==> config.mk <==
export PLATFORM = sky130hd
export DESIGN_NAME = fetch_unit
export DESIGN_NICKNAME = d
export VERILOG_FILES = /design/src/rtl/fetch_pkg.sv /design/src/rtl/fetch_fifo.sv /design/src/rtl/fetch_unit.sv
export SDC_FILE = /design/constraint.sdc
export NUM_CORES = 1
export LEC_CHECK = 0
export BUFFER_PORTS_ARGS = -buffer_cell sky130_fd_sc_hd__buf_2
export CORE_MARGIN = 2
export CORE_UTILIZATION = 55
export CTS_CLUSTER_DIAMETER = 50
export DETAILED_ROUTE_END_ITERATION = 10
export PLACE_DENSITY = 0.81
export SLEW_MARGIN = 20
export SYNTH_ARGS = -nofsm -noshare
export SYNTH_HDL_FRONTEND = slang
export SYNTH_SLANG_ARGS = --single-unit
==> constraint.sdc <==
create_clock -name clk -period 4.1 [get_ports clk]
set_clock_uncertainty 0.15 [all_clocks]
set_input_delay 0.205 -clock clk [delete_from_list [all_inputs] [get_ports clk]]
set_output_delay 0.205 -clock clk [all_outputs]
set_load 0.02 [all_outputs]
==> src/rtl/fetch_pkg.sv <==
// Shared types and default widths for the instruction fetch unit.
package fetch_pkg;

  localparam int unsigned N_DEF     = 10;
  localparam int unsigned IMM_S_DEF = 5;

  typedef enum logic [1:0] {
    IDLE  = 2'd0,
    RUN   = 2'd1,
    DRAIN = 2'd2
  } state_e;

  // Buffered entry layout at default widths; the FIFO stores {pc, instr} in this order.
  typedef struct packed {
    logic [IMM_S_DEF-1:0] pc;
    logic [N_DEF-1:0]     instr;
  } entry_t;

endpackage

==> src/rtl/fetch_fifo.sv <==
// Two-deep FIFO of fetched entries; head is always slot 0 so outputs come straight from flops.
module fetch_fifo
  import fetch_pkg::*;
#(
  parameter int unsigned W = $bits(entry_t)
) (
  input  logic         clk,
  input  logic         rst_n,
  input  logic         push,
  input  logic         pop,
  input  logic         flush,
  input  logic [W-1:0] din,
  output logic [1:0]   count,
  output logic         not_empty,
  output logic [W-1:0] head
);

  logic [W-1:0] e0, e1, e0_nxt, e1_nxt;
  logic [1:0]   cnt_nxt;
  logic         pop_ok, push_ok;

  assign pop_ok  = pop && (count != 2'd0);
  assign push_ok = push && ((count != 2'd2) || pop_ok);
  assign head    = e0;

  // Shift-on-pop update; flush wins over everything including a same-cycle pop.
  always_comb begin
    cnt_nxt = count;
    e0_nxt  = e0;
    e1_nxt  = e1;
    if (flush) begin
      cnt_nxt = 2'd0;
    end else if (pop_ok && push_ok) begin
      if (count == 2'd2) begin
        e0_nxt = e1;
        e1_nxt = din;
      end else begin
        e0_nxt = din;
      end
    end else if (pop_ok) begin
      e0_nxt  = e1;
      cnt_nxt = count - 2'd1;
    end else if (push_ok) begin
      if (count == 2'd0) e0_nxt = din;
      else               e1_nxt = din;
      cnt_nxt = count + 2'd1;
    end
  end

  always_ff @(posedge clk or negedge rst_n) begin
    if (!rst_n) begin
      count     <= 2'd0;
      not_empty <= 1'b0;
      e0        <= '0;
      e1        <= '0;
    end else begin
      count     <= cnt_nxt;
      not_empty <= (cnt_nxt != 2'd0);
      e0        <= e0_nxt;
      e1        <= e1_nxt;
    end
  end

endmodule

==> src/rtl/fetch_unit.sv <==
// Instruction fetch: PC + IDLE/RUN/DRAIN control feeding a 2-entry buffer toward the consumer.
module fetch_unit
  import fetch_pkg::*;
#(
  parameter int unsigned N     = N_DEF,
  parameter int unsigned IMM_S = IMM_S_DEF
) (
  input  logic             clk,
  input  logic             rst_n,
  input  logic             start,
  input  logic             halt_req,
  input  logic             redirect,
  input  logic [IMM_S-1:0] redirect_pc,
  output logic [IMM_S-1:0] rom_addr,
  input  logic [N-1:0]     rom_instr,
  output logic             instr_valid,
  input  logic             instr_ready,
  output logic [N-1:0]     instr,
  output logic [IMM_S-1:0] instr_pc,
  output logic             busy
);

  localparam int unsigned EW = N + IMM_S;

  state_e           state, state_nxt;
  logic [IMM_S-1:0] pc;
  logic [1:0]       count;
  logic [EW-1:0]    head;
  logic             push, pop;

  assign pop      = instr_valid && instr_ready;
  assign rom_addr = pc;
  assign instr    = head[N-1:0];
  assign instr_pc = head[EW-1:N];

  fetch_fifo #(.W(EW)) u_fifo (
    .clk       (clk),
    .rst_n     (rst_n),
    .push      (push),
    .pop       (pop),
    .flush     (redirect),
    .din       ({pc, rom_instr}),
    .count     (count),
    .not_empty (instr_valid),
    .head      (head)
  );

  always_ff @(posedge clk or negedge rst_n) begin
    if (!rst_n) begin
      state <= IDLE;
      pc    <= '0;
      busy  <= 1'b0;
    end else begin
      state <= state_nxt;
      busy  <= (state_nxt != IDLE);
      if (redirect)  pc <= redirect_pc;
      else if (push) pc <= pc + IMM_S'(1);
    end
  end

  // DRAIN leaves once the buffer will be empty after this edge (including a flush).
  always_comb begin
    state_nxt = state;
    push      = 1'b0;
    unique case (state)
      IDLE: begin
        if (start) state_nxt = RUN;
      end
      RUN: begin
        push = !halt_req && !redirect && ((count != 2'd2) || pop);
        if (halt_req) state_nxt = DRAIN;
      end
      DRAIN: begin
        if (redirect || (count == 2'd0) || ((count == 2'd1) && pop)) state_nxt = IDLE;
      end
      default: state_nxt = IDLE;
    endcase
  end

endmodule

* After elaboration in Yosys (flattened, before gate mapping)
Cells that the tools add are included.
** Storage, ports and cells
- Output and inout bits :: 22
- Register bits after elaboration :: 41
- Input port bits :: 21
** Cells by class
- Bitwise gates (word level) :: 1
- Add/subtract/negate cells :: 3
- Eq/ne operators :: 8
- Reductions and logical operators :: 24
- Multiplexer cells :: 21
** Operator list (number)
- two-way mux 15 bit :: 10
- two-way mux 2 bit :: 7
- two-way mux 5 bit :: 2
- nonzero test 2 bit :: 5
- logical AND 1 bit :: 7
- inequality test 2 bit, second input constant :: 3
- case mux 2 bit (3 select lines) :: 1
- nonzero test 3 bit :: 2
- adder 5 x 1 -> 5 bit, second input constant :: 1
- AND reduction 5 bit :: 1
- equality test 2 x 1 -> 1 bit, second input constant :: 2
- equality test 2 bit, second input constant :: 2
- zero test 2 bit :: 2
- logical OR 1 bit :: 4
- AND reduction 3 bit :: 1
- adder 2 x 1 -> 2 bit, second input constant :: 1
- zero test 1 bit :: 2
- inequality test 2 x 1 -> 1 bit, second input constant :: 1
- subtractor 2 x 1 -> 2 bit, second input constant :: 1
- two-way mux 1 bit :: 1
- NOT 1 bit :: 1

* Longest topological paths before layout
- Word-level depth :: 10
- Mapped depth :: 7
- Depth with buffers taken out :: 6

* Modules after synthesis
From an unflattened synthesis, not the netlist that was laid out.
** Second synthesis, totals
- Cells, all modules :: 171
- Area, all modules :: 1996.9 µm²
** By module, submodules not included
- fetch_fifo :: instances 1, area an instance 1552.7 µm², cells an instance 128
- fetch_unit :: instances 1, area an instance 444.2 µm², cells an instance 43

* Worst setup path after synthesis
Ideal clock, no wire load.
- Path kind :: reg-to-reg
- Start point :: register state[1]
- End point :: register u_fifo.e1[0]
- Setup time :: 125 ps
- Arrival :: 1801 ps
- Stages on the path, launching flop included :: 7
- Setup slack :: 2024 ps
- Path buffers :: 2
- Data required time :: 3825 ps
- Cells stage by stage :: dfrtp_1 -> or4b_4 -> buf_6 -> a31oi_4 -> nand3_4 -> buf_6 -> mux2_4
** Between the ends
- Longest elaborated chain between the ends :: 6
- Elaborated cells between the ends (all ways) :: 10
** Ends and longest elaborated chain
- from (decl) :: line fetch_unit.sv:25 : state_e state, state_nxt;
- from (signal assigned) :: line fetch_unit.sv:54 : state <= state_nxt;
- equality test 2 x 1 -> 1 bit (*) :: line fetch_unit.sv:65 : unique case (state)
- two-way mux 1 bit (*) :: line fetch_unit.sv:65
- logical AND 1 bit (*) :: line fetch_fifo.sv:23 : assign push_ok = push && ((count != 2'd2) || pop_ok);
- logical AND 1 bit :: line fetch_fifo.sv:33 : end else if (pop_ok && push_ok) begin
- inequality test 2 bit (no source line), or another cell as far along
- AND reduction 5 bit (no source line)
- to (signal assigned) :: line fetch_fifo.sv:60 : e1 <= e1_nxt;
- to (decl) :: line fetch_fifo.sv:18 : logic [W-1:0] e0, e1, e0_nxt, e1_nxt;
Mark *: on every way between the ends. The rest lies on a longest branch, timed or not.
A chain may end at the register's enable or synchronous reset.

* Final worst setup path
- Start point :: register state[1]
- End point :: register u_fifo.e0[5], in the netlist u_fifo.head[5]
** Between the ends
- Longest elaborated chain between the ends :: 6
- Elaborated cells between the ends (all ways) :: 8
** Ends and longest elaborated chain
- equality test 2 x 1 -> 1 bit (*) :: line fetch_unit.sv:65
- two-way mux 1 bit (*) :: line fetch_unit.sv:65
- logical AND 1 bit (*) :: line fetch_fifo.sv:23
- logical AND 1 bit :: line fetch_fifo.sv:33
- nonzero test 3 bit (no source line)
- AND reduction 3 bit (no source line)
- to (signal assigned) :: line fetch_fifo.sv:59 : e0 <= e0_nxt;
- to (decl) :: line fetch_fifo.sv:18
Marked as above.

==> results_dict.tcl <==
set metrics [dict create \
    synth_edf_count 0 \
    crit_type "reg2reg" \
    timing.critical_path.fanout_max 30 \
    drt-wirelength-per-cell_um 14.62 \
    ys_warn_count 0 \
    syn_avg_cell_area_um2 11.92 \
    fillCellCount 255 \
    leakage_nw 1.257 \
    synth_cells 169 \
    synth_cell_types 36 \
    status "completed" \
    first_global_vias 1504 \
    hp-class "in2reg" \
    gr-usage-all-layers_pct 21.51 \
    r2r_start "state[1]" \
    async_reset_ff_share_pct 100.0 \
    postCtsSetupBuffers 0 \
    critPathBufInv 0 \
    setup_viol 0 \
    ir_drop_uv 330.5 \
    rows 21 \
    antenna_cells 0 \
    fmax_mhz 418.9 \
    grt_pass1_wl_mm 6.831 \
    fin_tns_setup_ps 0 \
    clockBufferDepth 2 \
    die_w_um 64.52 \
    viasPerCell 5.333 \
    cts-root-buf "clkbuf_4" \
    min_period_over_period_pct 58.22 \
    synthFlopType "dfrtp_1" \
    r2r-end "u_fifo.head[5]" \
    dp.cells 249 \
    rsz0062_at_grt "false" \
    yosysSeqAreaShare_pct 50.93 \
    power_density_mw_per_mm2 558.9 \
    antenna_found_initial 0 \
    dr_total_vias 1456 \
    fin_nets 251 \
    whs_ps 5.001 \
    place_ws_ps 1712 \
    wirelength_mm 3.990 \
    route.detailed.drc 0 \
    cts_sinks 41 \
    yosys.area.top_type "dfrtp_1" \
    hold_violations 0 \
    htreeDepth 2 \
    netlist.area_leader.share_pct 50.93 \
    portBuffers 42 \
    ant_nets 0 \
    drt_pass1_iterations 4 \
    crit_path_start_kind "flip-flop" \
    met3_usage_pct 4.861 \
    min_to "rom_addr[0]" \
    synth_nets 194 \
    cap_viol_max_count 0 \
    max_stage_delay_ps 840 \
    dieArea_mm2 0.004163 \
    fin_cells 273 \
    ys_top_cells_by_area "dfrtp_1, mux2i_1, mux2_4" \
    core_area_mm2 0.003416 \
    cts_tree "done" \
    ios 43 \
    gp_congestion 0.8807 \
    area_delta_synth_final_pct 22.79 \
    use_met1_pct 26.30 \
    report.final.slew_viol_count 0 \
    start_util_pct 58.97 \
    regArea_mm2 0.001026 \
    grt_overflow 0 \
    syn_area_mm2 0.002014 \
    fin_crit_ps 2387 \
    path_delay_family "compound AO/OA/AOI/OAI gates" \
    setup_ws_ps 1713 \
    dp_hpwl_mm 2.731 \
    cp.arrival_ps 2510 \
    insertion_delay_ps 370 \
    worst_ep_required_time_ps 4230 \
    r2r_cells 4 \
    cp_cell_sequence "or4b_4 -> o32ai_4 -> nor2_1 -> a21oi_1" \
    reg2reg_setup_slack_ps 1710 \
    maxSlewHeadroom_pct 33.51 \
    fin_util_pct 72.42 \
    ys_top_cells_by_count "dfrtp_1, a21oi_1, nor2_1" \
    drive_gt1_share_pct 31.72 \
    multiInputGateArea_um2 917.1 \
    drt_iter0_markers 92 \
    grt_max_degree 42 \
    slowest_stage "o32ai_4" \
    die_h_um 64.52 \
    min_from "redirect_pc[0]" \
    path_clk_slew_ps 120 \
    top_usage_layer "met2" \
    cts_inserted_buffers 5 \
    cp-end-kind "flip-flop" \
    synth.most_common_cell "dfrtp_1" \
    cts_hold_buf 16 \
    post_cts_resized 0 \
    worst_slew_pin_slew_ps 997.3 \
    synth_seq_cells 41 \
    use_met2_pct 36.85 \
    hold_depth 3 \
]
cells in the final DEF, fill, tap and decap left out, types with 4 or more instances in the layout:
master and instances:
a21oi_1 17, buf_2 42, clkbuf_4 5, dfrtp_1 41, dlygate4sd3_1 16, ha_1 4
inv_1 5, mux2_2 5, mux2_4 10, mux2i_1 16, nand2_1 6, nand3_1 4
nor2_1 17, nor3_1 4, o21ai_0 6
cells by family (layout without fill, tap and decap cells):
| logic type | count (synthesis) | in the layout | share of synthesized area, % |
|---|---|---|---|
| xor+xnor | 2 | 2 | 0.8697 |
| simple gates | 45 | 45 | 12.11 |
| buf+inv | 13 | 71 | 4.099 |
| fa+ha+maj | 4 | 4 | 2.485 |
| mux | 31 | 31 | 18.20 |
| compound gates | 33 | 33 | 11.30 |
| flops | 41 | 41 | 50.93 |
tightest hold or removal path: cells and delay by family:
kind / cells / cell delay (ps)
AO/OA/AOI/OAI: 1 / 60
buffers and inverters: 1 / 100
AND/OR/NAND/NOR: 1 / 120
per-stage QoR:
| stage | total power, mW | cell area (um2) |
|---|---|---|
| 5_1_grt | 1.468 | 2474 |
| 6_report | 1.382 | 2474 |
| 4_1_cts | 1.388 | 2474 |
| 3_5_place_dp | 1.108 | 2230 |
| 3_3_place_gp | 1.081 | 2230 |
| 2_1_floorplan | 0.9479 | 2014 |
flip-flops by register name, summed over array words and instances (netlist names):
name              count
u_fifo.e1            15
u_fifo.head          15
rom_addr              5
state                 2
u_fifo.count          2
busy                  1
u_fifo.not_empty      1
routing by layer:
metal	share of wire, %	up-vias
met5	0	-
met3	3.8	9
met1	46	695
met4	1.7	0
li1	-	714
met2	48	38
how the worst max path moves through the flow:
stage	start	end	cells after the start
after floorplan	state[1]	u_fifo.e1[0]	6
after global placement	state[1]	u_fifo.head[5]	3
after detailed placement	state[1]	u_fifo.head[11]	4
after CTS	state[1]	u_fifo.head[11]	4
after global routing	state[1]	u_fifo.head[3]	4
final	state[1]	u_fifo.head[5]	4
final cells by class:
class	instances	area share (%)
Sequential cell	41	41.48
Timing Repair Buffer	58	14.97
Clock buffer	5	1.517
Inverter	5	0.7587
Tap cell	46	2.327
Multi-Input combinational cell	115	37.08
Clock inverter	3	1.872
power by group:
group          switching (mW)  total, mW  internal (mW)
clock network           0.141      0.270          0.129
registers              0.0937      0.637          0.543
logic                   0.268      0.476          0.208
total                   0.503       1.38          0.880
No activity file was read; power rests on OpenSTA's default activity.
